File: src/rtl/id_hazard_ctrl.sv
// id_hazard_ctrl: IF/ID pipeline register controller.
//   Captures the fetched instruction and PC behind a valid/ready handshake,
//   classifies its encoding format, detects load-use hazards against EX
//   (stall fetch, bubble EX), applies branch flushes and keeps saturating
//   stall / flush performance counters.
//
// Ports:
//   clk_i, rst_i                 clock, async active-low reset
//   if_valid_i/if_insr_i/if_pc_i fetch stage instruction and PC
//   if_ready_o                   ID accepts the fetch this cycle
//   id_valid_o/id_insr_o/id_pc_o registered instruction and PC
//   id_fmt_o                     registered format 0=R 1=I 2=S 3=B 4=U 5=J
//   id_ready_i                   EX accepts the ID instruction
//   ex_memread_i, ex_rd_i        load in EX and its destination register
//   flush_i                      taken branch / jump, kills ID and fetch
//   stall_o, bubble_o            load-use hazard active / EX takes a NOP
//   cnt_clr_i                    synchronous clear of both counters
//   stall_cnt_o, flush_cnt_o     saturating performance counters
module id_hazard_ctrl #(
   parameter int CNT_W = 16
) (
   input  logic             clk_i,
   input  logic             rst_i,
   input  logic             if_valid_i,
   input  logic [31:0]      if_insr_i,
   input  logic [31:0]      if_pc_i,
   output logic             if_ready_o,
   output logic             id_valid_o,
   output logic [31:0]      id_insr_o,
   output logic [31:0]      id_pc_o,
   output logic [2:0]       id_fmt_o,
   input  logic             id_ready_i,
   input  logic             ex_memread_i,
   input  logic [4:0]       ex_rd_i,
   input  logic             flush_i,
   output logic             stall_o,
   output logic             bubble_o,
   input  logic             cnt_clr_i,
   output logic [CNT_W-1:0] stall_cnt_o,
   output logic [CNT_W-1:0] flush_cnt_o
);

   localparam logic [2:0] FMT_R = 3'd0;
   localparam logic [2:0] FMT_I = 3'd1;
   localparam logic [2:0] FMT_S = 3'd2;
   localparam logic [2:0] FMT_B = 3'd3;
   localparam logic [2:0] FMT_U = 3'd4;
   localparam logic [2:0] FMT_J = 3'd5;

   localparam logic [CNT_W-1:0] CNT_MAX = '1;

   logic [2:0] fmt_nxt;
   logic       use_rs1;
   logic       use_rs2;
   logic [4:0] rs1;
   logic [4:0] rs2;
   logic       hazard;
   logic       advance;

   // Decoded from opcode bits only; order matters, first match wins.
   always_comb begin
      fmt_nxt = FMT_R;
      if (if_insr_i[4:2] == 3'b101)
         fmt_nxt = FMT_U;
      else if (if_insr_i[3:2] == 2'b11)
         fmt_nxt = FMT_J;
      else if ((if_insr_i[4:2] == 3'b001) ||
               ({if_insr_i[6:5], if_insr_i[3:2]} == 4'b0000))
         fmt_nxt = FMT_I;
      else if (if_insr_i[6:2] == 5'b01000)
         fmt_nxt = FMT_S;
      else if (if_insr_i[6:2] == 5'b11000)
         fmt_nxt = FMT_B;
   end

   assign rs1     = id_insr_o[19:15];
   assign rs2     = id_insr_o[24:20];
   assign use_rs1 = (id_fmt_o == FMT_R) || (id_fmt_o == FMT_I) ||
                    (id_fmt_o == FMT_S) || (id_fmt_o == FMT_B);
   assign use_rs2 = (id_fmt_o == FMT_R) || (id_fmt_o == FMT_S) ||
                    (id_fmt_o == FMT_B);

   assign hazard = id_valid_o && ex_memread_i && (ex_rd_i != 5'd0) &&
                   ((use_rs1 && (ex_rd_i == rs1)) ||
                    (use_rs2 && (ex_rd_i == rs2)));

   assign stall_o    = hazard && !flush_i;
   assign bubble_o   = stall_o;
   // A hazard holds ID even when EX is ready: the bubble goes to EX instead.
   assign advance    = !hazard && (id_ready_i || !id_valid_o);
   assign if_ready_o = advance || flush_i;

   always_ff @(posedge clk_i or negedge rst_i) begin
      if (!rst_i) begin
         id_valid_o <= 1'b0;
         id_insr_o  <= '0;
         id_pc_o    <= '0;
         id_fmt_o   <= FMT_R;
      end else if (flush_i) begin
         // Fetch is accepted and dropped; payload fields hold.
         id_valid_o <= 1'b0;
      end else if (advance) begin
         id_valid_o <= if_valid_i;
         if (if_valid_i) begin
            id_insr_o <= if_insr_i;
            id_pc_o   <= if_pc_i;
            id_fmt_o  <= fmt_nxt;
         end
      end
   end

   always_ff @(posedge clk_i or negedge rst_i) begin
      if (!rst_i) begin
         stall_cnt_o <= '0;
         flush_cnt_o <= '0;
      end else if (cnt_clr_i) begin
         stall_cnt_o <= '0;
         flush_cnt_o <= '0;
      end else begin
         if (stall_o && (stall_cnt_o != CNT_MAX))
            stall_cnt_o <= stall_cnt_o + 1'b1;
         if (flush_i && id_valid_o && (flush_cnt_o != CNT_MAX))
            flush_cnt_o <= flush_cnt_o + 1'b1;
      end
   end

endmodule

File: config.mk
export PLATFORM = sky130hd
export DESIGN_NAME = id_hazard_ctrl
export DESIGN_NICKNAME = d
export VERILOG_FILES = /design/src/rtl/id_hazard_ctrl.sv
export SDC_FILE = /design/constraint.sdc
export NUM_CORES = 1
export LEC_CHECK = 0
export BUFFER_PORTS_ARGS = -buffer_cell sky130_fd_sc_hd__clkbuf_2
export CAP_MARGIN = 40
export CORE_MARGIN = 3
export CORE_UTILIZATION = 55
export CTS_BUF_LIST = sky130_fd_sc_hd__clkbuf_8
export DETAILED_ROUTE_END_ITERATION = 8
export PLACE_DENSITY = 0.87
export SKIP_CTS_REPAIR_TIMING = 1
export SLEW_MARGIN = 20
export SYNTH_ARGS = -nofsm -noshare
export SYNTH_HDL_FRONTEND = slang
export SYNTH_SLANG_ARGS = --single-unit
File: constraint.sdc
create_clock -name clk_i -period 4.6 [get_ports clk_i]
set_input_delay 0.46 -clock clk_i [delete_from_list [all_inputs] [get_ports clk_i]]
set_output_delay 0.46 -clock clk_i [all_outputs]
set_load 0.005 [all_outputs]
==> flow_summary.json <==
{
  "grt_pass1_wl_mm": 18.45,
  "wl_per_cell_um": 17.54,
  "route.detailed.drc": 0,
  "cts_tree": "done",
  "syn_inst": 372,
  "ff_latch_area_um2": 2502,
  "hp-class": "primary input to asynchronous set/reset pin",
  "ys_ff_latch": 100,
  "hold_viol": 0,
  "path_max_fanout": 36,
  "yosysTopAreaCellShare": 0.5195,
  "synth_xor_area_frac": 0.04182,
  "critPathKind": "flip-flop to flip-flop",
  "irDropWorstVdd_uv": 223.4,
  "rr_worst_depth": 6,
  "synth_edf_count": 0,
  "clock_sinks": 100,
  "p_per_area_nw_per_um2": 341.2,
  "clockBufferDepth": 2,
  "synth-compound-area-share": 0.06675,
  "slew_viol_final": 0,
  "numCtsBuffers": 9,
  "period_needed_ps": 3119,
  "synth_ff_type": "dfrtp_1",
  "synth_top_family_by_area": "multiplexers",
  "ctsHtreeMaxLevel": 3,
  "dp_hpwl_mm": 8.578,
  "gp_congestion": 0.9200,
  "max_freq_ghz": 0.3206,
  "finalPower_mw": 2.006,
  "core_area_um2": 8341,
  "syn_area_per_cell_um2": 12.95,
  "row_count": 33,
  "synth_nets": 450,
  "fin_crit_sh": 0.6780,
  "rsz0062_at_grt": "false",
  "track_usage": 0.2333,
  "area_growth_pct": 22.05,
  "first_pass_iters": 6,
  "grt_pass1_vias": 3691,
  "finalSetupViolCount": 0,
  "synth_area_um2": 4817,
  "async_reset_ff_frac": 1.000,
  "vias": 3634,
  "synthDistinctLibCells": 46,
  "grt_overflow": 0,
  "grt_max_degree": 57,
  "yosysSeqAreaShare": 0.5195,
  "synth_fa_ha_area_frac": 0.005195,
  "netlist_top_cells_count": "dfrtp_1, mux2_4, mux2_2",
  "num_antenna_cells": 0,
  "io_buffers": 178,
  "multi_input_area_um2": 2108,
  "routed_wl_mm": 11.51,
  "synthMuxAreaShare": 0.2026,
  "first_iter_violations": 93,
  "endpoint_kind": "flip-flop",
  "nNetsFinal": 624,
  "synthTopCellsByArea": "dfrtp_1, mux2_4, mux2_2",
  "antenna_found_initial": 0,
  "synth_top_area_cell": "dfrtp_1",
  "worst_pin_slew_ps": 1076,
  "dieArea_um2": 9917,
  "relSlewSlack": 0.2829,
  "via_per_inst": 5.540,
  "dieHeight_um": 99.59,
  "die_w_um": 99.59,
  "clk_pin_slew_ps": 100,
  "finalSetupTns_ps": 0,
  "rrSetupSlack_ps": 1480,
  "synthSimpleGateAreaFrac": 0.1213,
  "postRouteAntennaNets": 0,
  "yosys_warnings": 0,
  "start_util": 0.5776,
  "synth_most_common_cell": "dfrtp_1",
  "cap_violations": 0,
  "clk_latency_ps": 370,
  "outcome": "completed",
  "worstPathRequired_ps": 4850,
  "layout-drive-gt1-share": 0.5027,
  "worstPathArrival_ps": 3370,
  "start_kind": "flip-flop",
  "fillers": 617,
  "p_leak_nw": 2.842,
  "io_pins": 179,
  "cts_root_buf": "clkbuf_8",
  "fin_skew_ps": 15.06
}
==> registers in the layout, summed over array words and instances (netlist names) <==
name,flops
id_fmt_o,3
flush_cnt_o,16
stall_cnt_o,16
id_pc_o,32
id_insr_o,32
id_valid_o,1
==> per-stage QoR <==
stage                 util  instance area (um^2)  hold slack [ps]  std cells  setup slack (ps)
detailed placement  0.6820                  5688            497.0        640              1295
global route        0.7049                  5879            178.2        656              1243
global placement    0.6820                  5688            491.9        640              1418
CTS                 0.7049                  5879            158.8        656              1492
floorplan                -                  4817            164.4        372              2507
finish              0.7049                  5879            129.5        656              1481
==> layer usage <==
layer | wire, um | GRT usage | vias up
met5 | 0 | 0 | -
met4 | 210 | 0.07983 | 0
li1 | - | - | 1701
met2 | 5765 | 0.3843 | 134
met1 | 4751 | 0.3054 | 1783
met3 | 779 | 0.05330 | 16
==> power by group <==
group / switching, mW / leakage [nW] / total (mW) / internal, mW
Sequential: 0.0771 / 1.25 / 1.06 / 0.984
Combinational: 0.166 / 1.50 / 0.396 / 0.230
Clock: 0.327 / 0.0958 / 0.550 / 0.222
Total: 0.570 / 2.84 / 2.01 / 1.44
==> path summary, 6_finish.rpt <==
kind	from	to
setup / recovery	id_insr_o[23]$_DFFE_PN0P_	id_insr_o[21]$_DFFE_PN0P_
hold / removal	rst_i	stall_cnt_o[13]$_DFFE_PN0P_
setup reg to reg	id_insr_o[23]$_DFFE_PN0P_	id_insr_o[21]$_DFFE_PN0P_
hold reg to reg	id_pc_o[18]$_DFFE_PN0P_	id_pc_o[18]$_DFFE_PN0P_
max in group asynchronous	rst_i	id_pc_o[27]$_DFFE_PN0P_
min in group clk_i	if_pc_i[26]	id_pc_o[26]$_DFFE_PN0P_
==> logic make-up after synthesis <==
logic type      after synthesis
xor+xnor                     23
flops                       100
mux                          74
fa+ha+maj                     2
simple gates                105
buf+inv                      26
compound gates               42
==> layout by cell type (no fill, tap or decap), types with 10 or more instances in the layout <==
cell type,instances
nor2_1,25
nand3_1,12
clkbuf_8,10
mux2_4,39
a21oi_1,14
mux2_2,32
clkbuf_2,177
or4_1,10
dfrtp_1,100
xor2_1,14
==> layout make-up <==
cell class                 count  share of cell area
clock buffer                  10             0.02341
clock inverter                 6            0.009151
inverter                       8            0.005107
multi-input combinational    246              0.3586
sequential                   100              0.4256
tap                          105             0.02235
timing repair buffer         181              0.1558
==> worst max-delay path, cell delays in order, from the launching register on <==
cell and delay, ps:
dfrtp_1 430, xor2_1 190, nor4_2 80, a22oi_2 840, o21ba_4 690, buf_4 430
mux2_4 340
Note: power is estimated with default switching activity, not from simulation.
